**src/rtl/spi_fill_rect_pkg.sv**
```systemverilog
// rtl/spi_fill_rect_pkg.sv - shared command constants, state encoding and coordinate type
package spi_fill_rect_pkg;

   localparam logic [7:0] CMD_CASET_DEF = 8'h2A;
   localparam logic [7:0] CMD_PASET_DEF = 8'h2B;
   localparam logic [7:0] CMD_RAMWR_DEF = 8'h2C;

   typedef logic [8:0] coord_t;

   typedef enum logic [3:0] {
      IDLE,
      CHECK,
      CASET_C,
      CASET_D,
      PASET_C,
      PASET_D,
      RAMWR_C,
      PIXELS,
      NEXT_BAND,
      FIN
   } state_t;

   // Address bytes go out as a 16-bit big-endian value; only bit 8 lands in the high byte.
   function automatic logic [7:0] coord_hi(input coord_t c);
      return {7'b0, c[8]};
   endfunction

   function automatic logic [7:0] coord_lo(input coord_t c);
      return c[7:0];
   endfunction

endpackage

```
**src/rtl/spi_byte_tx.sv**
```systemverilog
// rtl/spi_byte_tx.sv - serialises one byte MSB first with chip select framing
module spi_byte_tx (
   input  logic       i_clk,
   input  logic       i_rst,
   input  logic [7:0] i_byte,
   input  logic       i_we,
   output logic       o_mosi,
   output logic       o_cs,
   output logic       o_done
);

   // Bit 7 is driven straight from i_byte at load, so only the lower seven bits need storing.
   logic [6:0] shreg;
   logic [2:0] bit_cnt;
   logic       active;

   // Load on strobe, shift one bit per clock, release chip select and pulse done after bit 0.
   always_ff @(posedge i_clk or posedge i_rst) begin
      if (i_rst) begin
         shreg   <= '0;
         bit_cnt <= '0;
         active  <= 1'b0;
         o_mosi  <= 1'b0;
         o_cs    <= 1'b1;
         o_done  <= 1'b0;
      end else begin
         o_done <= 1'b0;
         if (active) begin
            if (bit_cnt == 3'd7) begin
               active <= 1'b0;
               o_cs   <= 1'b1;
               o_mosi <= 1'b0;
               o_done <= 1'b1;
            end else begin
               bit_cnt <= bit_cnt + 3'd1;
               shreg   <= {shreg[5:0], 1'b0};
               o_mosi  <= shreg[6];
            end
         end else if (i_we) begin
            active  <= 1'b1;
            o_cs    <= 1'b0;
            shreg   <= i_byte[6:0];
            o_mosi  <= i_byte[7];
            bit_cnt <= '0;
         end
      end
   end

endmodule

```
**src/rtl/spi_fill_rect.sv**
```systemverilog
// rtl/spi_fill_rect.sv - fills a clipped panel rectangle with one colour, band by band
module spi_fill_rect
   import spi_fill_rect_pkg::*;
#(
   parameter int         WIDTH      = 240,
   parameter int         HEIGHT     = 320,
   parameter int         BAND_LINES = 8,
   parameter logic [7:0] CMD_CASET  = CMD_CASET_DEF,
   parameter logic [7:0] CMD_PASET  = CMD_PASET_DEF,
   parameter logic [7:0] CMD_RAMWR  = CMD_RAMWR_DEF
) (
   input  logic        i_clk,
   input  logic        i_rst,
   input  logic        i_start,
   input  logic [8:0]  i_x0,
   input  logic [8:0]  i_x1,
   input  logic [8:0]  i_y0,
   input  logic [8:0]  i_y1,
   input  logic [15:0] i_color,
   input  logic        i_abort,
   output logic        o_mosi,
   output logic        o_dc,
   output logic        o_cs,
   output logic        o_busy,
   output logic        o_done,
   output logic        o_err
);

   // Byte counter covers the largest band of pixel bytes.
   localparam int     PCW   = $clog2(WIDTH * BAND_LINES * 2 + 1);
   localparam coord_t X_MAX = coord_t'(WIDTH - 1);
   localparam coord_t Y_MAX = coord_t'(HEIGHT - 1);

   state_t         state, state_n, adv_state;
   coord_t         x0, x1, y1, yb, ye;
   logic [15:0]    color;
   logic           err_flag;
   logic           in_flight;
   logic [PCW-1:0] idx;
   logic [PCW-1:0] band_bytes;

   logic [9:0]     ye_ext, y1_ext, span_x, span_y;
   logic [19:0]    pix_prod;
   logic           last_band, empty;

   logic           is_tx, tx_we, tx_done, last_byte, byte_dc;
   logic [7:0]     tx_byte;

   // Band end is formed in 10 bits so yb + BAND_LINES - 1 cannot wrap before the clamp.
   assign y1_ext     = {1'b0, y1};
   assign ye_ext     = {1'b0, yb} + 10'(BAND_LINES - 1);
   assign ye         = (ye_ext > y1_ext) ? y1 : ye_ext[8:0];
   assign last_band  = (ye_ext >= y1_ext);
   assign span_x     = {1'b0, x1} - {1'b0, x0} + 10'd1;
   assign span_y     = {1'b0, ye} - {1'b0, yb} + 10'd1;
   assign pix_prod   = span_x * span_y;
   assign band_bytes = PCW'({pix_prod, 1'b0});
   assign empty      = (x0 > x1) || (yb > y1);

   assign o_busy = (state != IDLE) && (state != FIN);
   assign o_done = (state == FIN);
   assign o_err  = (state == FIN) && err_flag;

   spi_byte_tx u_tx (
      .i_clk  (i_clk),
      .i_rst  (i_rst),
      .i_byte (tx_byte),
      .i_we   (tx_we),
      .o_mosi (o_mosi),
      .o_cs   (o_cs),
      .o_done (tx_done)
   );

   // State register.
   always_ff @(posedge i_clk or posedge i_rst) begin
      if (i_rst) begin
         state <= IDLE;
      end else begin
         state <= state_n;
      end
   end

   // Next state, byte selection and transmit strobe; a byte state moves on only at byte done.
   always_comb begin
      state_n   = state;
      adv_state = state;
      is_tx     = 1'b0;
      tx_byte   = 8'h00;
      byte_dc   = 1'b0;
      last_byte = 1'b0;
      case (state)
         IDLE:      if (i_start) state_n = CHECK;
         CHECK:     state_n = empty ? FIN : CASET_C;
         CASET_C: begin
            is_tx     = 1'b1;
            tx_byte   = CMD_CASET;
            last_byte = 1'b1;
            adv_state = CASET_D;
         end
         CASET_D: begin
            is_tx   = 1'b1;
            byte_dc = 1'b1;
            case (idx[1:0])
               2'd0:    tx_byte = coord_hi(x0);
               2'd1:    tx_byte = coord_lo(x0);
               2'd2:    tx_byte = coord_hi(x1);
               default: tx_byte = coord_lo(x1);
            endcase
            last_byte = (idx == PCW'(3));
            adv_state = PASET_C;
         end
         PASET_C: begin
            is_tx     = 1'b1;
            tx_byte   = CMD_PASET;
            last_byte = 1'b1;
            adv_state = PASET_D;
         end
         PASET_D: begin
            is_tx   = 1'b1;
            byte_dc = 1'b1;
            case (idx[1:0])
               2'd0:    tx_byte = coord_hi(yb);
               2'd1:    tx_byte = coord_lo(yb);
               2'd2:    tx_byte = coord_hi(ye);
               default: tx_byte = coord_lo(ye);
            endcase
            last_byte = (idx == PCW'(3));
            adv_state = RAMWR_C;
         end
         RAMWR_C: begin
            is_tx     = 1'b1;
            tx_byte   = CMD_RAMWR;
            last_byte = 1'b1;
            adv_state = PIXELS;
         end
         PIXELS: begin
            is_tx     = 1'b1;
            byte_dc   = 1'b1;
            tx_byte   = idx[0] ? color[7:0] : color[15:8];
            last_byte = (idx == band_bytes - PCW'(1));
            // The final band finishes straight away so done follows the last byte by one cycle.
            adv_state = last_band ? FIN : NEXT_BAND;
         end
         NEXT_BAND: state_n = (({1'b0, yb} + 10'(BAND_LINES)) > y1_ext) ? FIN : CASET_C;
         FIN:       state_n = IDLE;
         default:   state_n = IDLE;
      endcase
      if (is_tx && tx_done) begin
         if (i_abort) begin
            state_n = FIN;
         end else if (last_byte) begin
            state_n = adv_state;
         end
      end
   end

   assign tx_we = is_tx && !in_flight;

   // Operation registers: capture with clamp, byte counter, band row, error flag and dc.
   always_ff @(posedge i_clk or posedge i_rst) begin
      if (i_rst) begin
         x0        <= '0;
         x1        <= '0;
         y1        <= '0;
         yb        <= '0;
         color     <= '0;
         err_flag  <= 1'b0;
         in_flight <= 1'b0;
         idx       <= '0;
         o_dc      <= 1'b0;
      end else begin
         if (state == IDLE && i_start) begin
            x0       <= i_x0;
            x1       <= (i_x1 > X_MAX) ? X_MAX : i_x1;
            yb       <= i_y0;
            y1       <= (i_y1 > Y_MAX) ? Y_MAX : i_y1;
            color    <= i_color;
            err_flag <= 1'b0;
         end
         if (state == CHECK && empty) begin
            err_flag <= 1'b1;
         end
         if (is_tx && tx_done && i_abort) begin
            err_flag <= 1'b1;
         end
         if (tx_we) begin
            in_flight <= 1'b1;
            o_dc      <= byte_dc;
         end
         if (tx_done) begin
            in_flight <= 1'b0;
            idx       <= (state_n != state) ? '0 : idx + PCW'(1);
         end
         if (state == NEXT_BAND) begin
            yb <= yb + coord_t'(BAND_LINES);
         end
      end
   end

endmodule

```
**config.mk**
```make
export PLATFORM = sky130hd
export DESIGN_NAME = spi_fill_rect
export DESIGN_NICKNAME = d
export VERILOG_FILES = /design/src/rtl/spi_fill_rect_pkg.sv /design/src/rtl/spi_byte_tx.sv /design/src/rtl/spi_fill_rect.sv
export SDC_FILE = /design/constraint.sdc
export NUM_CORES = 1
export LEC_CHECK = 0
export CAP_MARGIN = 25
export CORE_MARGIN = 4
export CORE_UTILIZATION = 40
export DETAILED_ROUTE_END_ITERATION = 12
export DONT_BUFFER_PORTS = 1
export GPL_TIMING_DRIVEN = 0
export PLACE_DENSITY = 0.65
export SLEW_MARGIN = 0
export SYNTH_ARGS = -nofsm -noshare
export SYNTH_HDL_FRONTEND = slang
export SYNTH_HIERARCHICAL = 1
export SYNTH_SLANG_ARGS = --single-unit
```
**constraint.sdc**
```tcl
create_clock -name i_clk -period 21.9 [get_ports i_clk]
set_input_delay 4.38 -clock i_clk [delete_from_list [all_inputs] [get_ports i_clk]]
set_output_delay 4.38 -clock i_clk [all_outputs]
set_load 0.01 [all_outputs]
```
==> flow_summary.ini, run 1 <==
[floorplan]
dieArea_mm2 = 0.0235
io_pins = 62
die_w_um = 153
fp.dieH_um = 153
rows = 52
core_mm2 = 0.0205
start_util_pct = 41.3

[timing]
finalClockSkew_ns = 0.00634
finalCritPeriodShare_pct = 49.3
worstMarginPinSlew_ns = 0.804
slew_headroom_pct = 45.9
finalSetupTns_ns = 0
rsz0062_at_grt = no
setup_viol = 0
setup_slack_ns = 11.09
whs_ns = 0.477
drv_slew = 0
period_minus_slack_ns = 10.81
hold_viol_final = 0
fmax_mhz = 92.5

[logic_synthesis]
async_reset_ff_share_pct = 100
synth-edff-count = 0
synth_cell_types = 72
netlist_instances = 995
synth_seq_cells = 85
netlist_area_mm2 = 0.00846
syn-num-nets = 1183
yosysSeqAreaShare_pct = 25.1
ys.flop_type = dfrtp_1
synth_area_per_cell_um2 = 8.51
yosys_warnings = 6

[critical_path]
cp_common_cell = ha_1
end_kind = register
crit_path_start_kind = register
slowest_delay_ns = 0.71
required_ns = 22.12
crit_arrival_ns = 11.03
critPathKind = register to register
slowest_stage = nor4_1
critPathMaxFanout = 10

[routing]
drc_errors = 0
num_vias = 7081
detail-route-antenna-nets = 0
finalWirelength_um = 22600
dr.pass1.iters = 5
post_drt_via_cell_ratio = 5.52
drt-initial-drc-count = 547
wl_per_cell_um = 17.6

[cts]
cts.path.max_buffers = 2
ctsResizeCount = 0
post_cts_buffers = 0
cts-root-buf = clkbuf_16
cts_buffers = 9
clk_latency_ns = 0.35
tritoncts = done
cts_sinks = 85
h-tree-depth = 3
holdBufCountCts = 0
path_clk_slew_ns = 0.07

[final_layout]
final_layout_size_suffix_gt1_share_pct = 4.25
register_area_mm2 = 0.00213
final_common_cell = nand2_1
final_cell_mix = 140 x nand2_1, 99 x ha_1, 88 x inv_1
multiInputGateArea_mm2 = 0.00585
syn_to_final_growth_pct = 8.03
antenna_cells = 0
stdcell_count = 1282
nNetsFinal = 1195
nFillCells = 2001

[placement]
place_inst = 1266
post-place-ws_ns = 11.23
hpwl_um = 18100
portBuffers = 0
place_congestion = 0.898

[global_routing]
grt_max_degree = 44
use_met1_pct = 27.0
grtUsageMet3_pct = 2.77
grt_pass1_vias = 6979
top_usage_layer = met2
grt.met2_usage_pct = 30.6
grt_pass1_wl_um = 36900
overflow = 0
antenna_found_initial = 0
grt_usage_pct = 19.3

[outcome]
status = completed

[hold_path]
hp-class = register to register

[job]
max-cap-violations = 0
routing by layer:
layer	up-vias	share of wire, %
met5	-	0
met2	187	45
met3	36	4.7
met1	3408	47
li1	3450	-
met4	0	2.9
flip-flops by register name, summed over array words and instances (netlist names), 3 cells and up:
signal and flops:
color 16, idx 12, state 4, u_tx/bit_cnt 3
u_tx/shreg 7, x0 9, x1 9, y1 9
yb 9
cell type report:
| cell class | instances | share of cell area (%) |
|---|---|---|
| clock inverters | 7 | 0.944 |
| plain buffers | 37 | 1.67 |
| repair buffers | 1 | 0.301 |
| multi-input cells | 784 | 64.0 |
| clock buffers | 9 | 2.46 |
| flip-flops and latches | 85 | 23.3 |
| well taps | 270 | 3.70 |
| inverters | 89 | 3.68 |
Yosys cell counts, types with 3 or more instances:
library cell / count / area [µm²]
a211oi_1: 9 / 67.6
a21o_1: 11 / 82.6
a21oi_1: 57 / 285
a21oi_2: 3 / 26.3
a221o_1: 3 / 30.0
a221oi_1: 3 / 26.3
a22o_1: 5 / 43.8
a22oi_1: 3 / 22.5
a31oi_1: 3 / 18.8
a41oi_1: 3 / 26.3
and2_1: 34 / 213
and3_1: 12 / 75.1
buf_1: 3 / 11.3
clkbuf_1: 30 / 113
dfrtp_1: 84 / 2100
fa_1: 33 / 661
ha_1: 99 / 1240
inv_1: 89 / 334
mux2_2: 12 / 135
mux2i_1: 11 / 110
nand2_1: 140 / 526
nand2b_1: 12 / 75.1
nand3_1: 21 / 105
nand3b_1: 8 / 60.1
nand4_1: 11 / 68.8
nor2_1: 38 / 143
nor2b_1: 24 / 150
nor3_1: 16 / 80.1
o2111ai_1: 4 / 35.0
o21a_1: 9 / 67.6
o21ai_0: 81 / 405
o22ai_1: 13 / 81.3
or3_1: 3 / 18.8
xnor2_1: 39 / 342
xnor3_1: 3 / 67.6
xor2_1: 21 / 184
worst max-delay path: cells and delay by family, from the launching register on:
| family | cells | cell delay [ns] |
|---|---|---|
| simple gates | 14 | 3.70 |
| fa+ha+maj | 10 | 3.51 |
| compound gates | 6 | 1.44 |
| xor+xnor | 4 | 0.87 |
| buf+inv | 6 | 0.67 |
| flops | 1 | 0.47 |
cell families after synthesis:
group | synth area share, %
flops | 25.1
simple gates | 19.2
mux | 2.90
compound gates | 17.0
xor+xnor | 7.48
buf+inv | 5.75
fa+ha+maj | 22.4
worst paths after layout:
| check | from | to | slack (ns) | cells past startpoint |
|---|---|---|---|---|
| setup reg to reg | yb[3] | idx[5] | 11.09 | 40 |
| hold reg to reg | color[1] | color[1] | 0.48 | 2 |
| hold / removal | color[1] | color[1] | 0.48 | 2 |
| min in group asynchronous | i_rst | color[0] | 3.89 | 1 |
| setup / recovery | yb[3] | idx[5] | 11.09 | 40 |
| max in group asynchronous | i_rst | y1[3] | 17.45 | 2 |
per-stage QoR:
step                util (%)  cell area [µm²]
floorplan                  -             8460
global placement        42.9             8800
detailed placement      43.1             8830
CTS                     44.6             9140
global route            44.6             9140
finish                  44.6             9140
Power of run 1 is left out: the tool's default activity adds up to more than one toggle a clock period on the data nets, which glitch-free logic cannot reach.
==> inputs of run 2 (changes only) <==
--- a/config.mk
+++ b/config.mk
@@ -11,7 +11,7 @@
 export DETAILED_ROUTE_END_ITERATION = 12
 export DONT_BUFFER_PORTS = 1
 export GPL_TIMING_DRIVEN = 0
-export PLACE_DENSITY = 0.65
+export PLACE_DENSITY = 0.67
 export SLEW_MARGIN = 0
 export SYNTH_ARGS = -nofsm -noshare
 export SYNTH_HDL_FRONTEND = slang
==> constraint.sdc (replaced) <==
create_clock -name i_clk -period 9.19 [get_ports i_clk]
set_input_delay 1.838 -clock i_clk [delete_from_list [all_inputs] [get_ports i_clk]]
set_output_delay 1.838 -clock i_clk [all_outputs]
set_load 0.01 [all_outputs]
==> run 2 against run 1 <==
Against the previous run:
- the run now ends with negative setup slack left
- utilization grew 4.1 points
- final area up 9.2%
- die area stayed put
- fmax up 13%
- critical endpoint is now state[2]
==> flow_summary.ini, run 2 (same netlist as run 1, synthesis figures left out) <==
[timing]
finalClockSkew_ns = 0.0109
rsz0062_at_grt = yes
worstMarginPinSlew_ns = 0.856
slew_headroom_pct = 42.7
fmax_mhz = 104
drv_slew = 0
whs_ns = 0.474
finalCritPeriodShare_pct = 104
setup_viol = 15
setup_slack_ns = -0.392
hold_viol_final = 0
period_minus_slack_ns = 9.58

[floorplan]
die_w_um = 153
dieArea_mm2 = 0.0235
fp.dieH_um = 153
rows = 52
io_pins = 62
start_util_pct = 41.3
core_mm2 = 0.0205

[cts]
path_clk_slew_ns = 0.07
cts.path.max_buffers = 2
holdBufCountCts = 0
h-tree-depth = 3
clk_latency_ns = 0.36
tritoncts = done
cts-root-buf = clkbuf_16
cts_sinks = 85
cts_buffers = 9

[critical_path]
crit_arrival_ns = 9.87
crit_path_start_kind = register
slowest_stage = fa_1
slowest_delay_ns = 0.57
end_kind = register
required_ns = 9.48
cp_common_cell = buf_4
critPathKind = register to register
critPathMaxFanout = 6

[final_layout]
largest_reg_flops = 16
final_common_cell = nand2_1
syn_to_final_growth_pct = 18.0
final_cell_mix = 137 x nand2_1, 83 x ha_1, 80 x inv_1
antenna_cells = 0
final_layout_size_suffix_gt1_share_pct = 16.0
largest_registers = color (16), idx (12)
largest-register = color
nNetsFinal = 1235
nFillCells = 1937

[global_routing]
grt_usage_pct = 19.8
top_usage_layer = met2
antenna_found_initial = 0
grt.met2_usage_pct = 31.0
overflow = 0
grt_pass1_wl_um = 38100
grt_max_degree = 70
grt_pass1_vias = 7221
grtUsageMet3_pct = 3.62
use_met1_pct = 27.4

[routing]
detail-route-antenna-nets = 0
wl_per_cell_um = 17.9
finalWirelength_um = 23700
drt-initial-drc-count = 536
post_drt_via_cell_ratio = 5.52
num_vias = 7300
dr.pass1.iters = 5
drc_errors = 0

[outcome]
status = complete, but fails checks
failed_checks = negative setup slack

[placement]
hpwl_um = 17800
place_congestion = 0.933
portBuffers = 0

[job]
max-cap-violations = 0

[hold_path]
hp-class = register to register
-- run 2: cell types whose count changed in the layout (fill, tap and decap cells not counted), moves of 5 or more --
| cell | before | now |
|---|---|---|
| a21oi_1 | 57 | 45 |
| ha_1 | 99 | 83 |
| dfrtp_1 | 84 | 79 |
| o21ai_0 | 81 | 69 |
| a21oi_2 | 3 | 13 |
| buf_4 | 1 | 39 |
| dfrtp_2 | 0 | 5 |
| o21ai_1 | 1 | 10 |
| inv_2 | 0 | 6 |
| inv_1 | 88 | 80 |
| ha_4 | 0 | 12 |
-- run 2: area by class of cell --
class	instances	area (µm²)	area share [%]
tap	270	338	3.38
clock buffer	9	225	2.26
sequential	85	2130	21.4
multi-input combinational	784	6360	63.6
buffer	35	158	1.58
inverter	89	343	3.43
clock inverter	7	75.1	0.752
timing repair buffer	43	358	3.58
-- run 2: worst max-delay path: cells and delay by family (launching register included) --
kind	cells	cell delay [ns]
simple gates	12	2.18
xor+xnor	5	1.14
mux	1	0.33
compound gates	7	1.05
buf+inv	6	0.73
fa+ha+maj	9	3.65
flops	1	0.42
-- run 2: stage by stage --
stage / TNS, ns / setup WS (ns) / cells / area [µm²] / util (%)
3_5_place_dp: -20.56 / -1.41 / 1266 / 8840 / 43.2
4_1_cts: -0.385 / -0.306 / 1302 / 9490 / 46.3
5_1_grt: -6.81 / -0.651 / 1322 / 9990 / 48.7
6_report: -2.71 / -0.392 / 1322 / 9990 / 48.7
2_1_floorplan: 0 / 0.0268 / 995 / 8480 / -
3_3_place_gp: -19.53 / -1.34 / 1265 / 8810 / 43.0
-- run 2: timing repair --
item | in CTS | in global routing
gates resized for setup | 43 | 77
cloned | 1 | 0
hold endpoints to repair | 0 | 0
buffers inserted | 20 | 21
endpoints found under the setup margin | 16 | 16
pin swaps | 16 | 55
-- run 2: path summary, 6_finish.rpt --
| check | startpoint | endpoint | slack (ns) | cells past startpoint |
|---|---|---|---|---|
| worst max-delay path | yb[5] | state[2] | -0.39 | 40 |
| worst min-delay path | color[5] | color[5] | 0.47 | 2 |
| worst max register to register | yb[5] | state[2] | -0.39 | 40 |
| worst min register to register | color[5] | color[5] | 0.47 | 2 |
| max in group asynchronous | i_rst | yb[0] | 7.42 | 2 |
| min in group asynchronous | i_rst | color[8] | 1.20 | 1 |
-- run 2: routing by layer --
layer	routed length (µm)	up-vias
met5	0	-
met4	895	0
met3	1470	49
met2	10900	248
met1	10500	3469
li1	-	3534
Power of run 2 is left out for the same reason.
==> inputs of run 3 (changes only) <==
--- a/config.mk
+++ b/config.mk
@@ -8,6 +8,7 @@
 export CAP_MARGIN = 25
 export CORE_MARGIN = 4
 export CORE_UTILIZATION = 40
+export CTS_CLUSTER_SIZE = 40
 export DETAILED_ROUTE_END_ITERATION = 12
 export DONT_BUFFER_PORTS = 1
 export GPL_TIMING_DRIVEN = 0
==> results of run 3 <==
Same layout as run 2: the final DEF is identical, and so are final timing and power.
Power of run 3 is left out for the same reason.
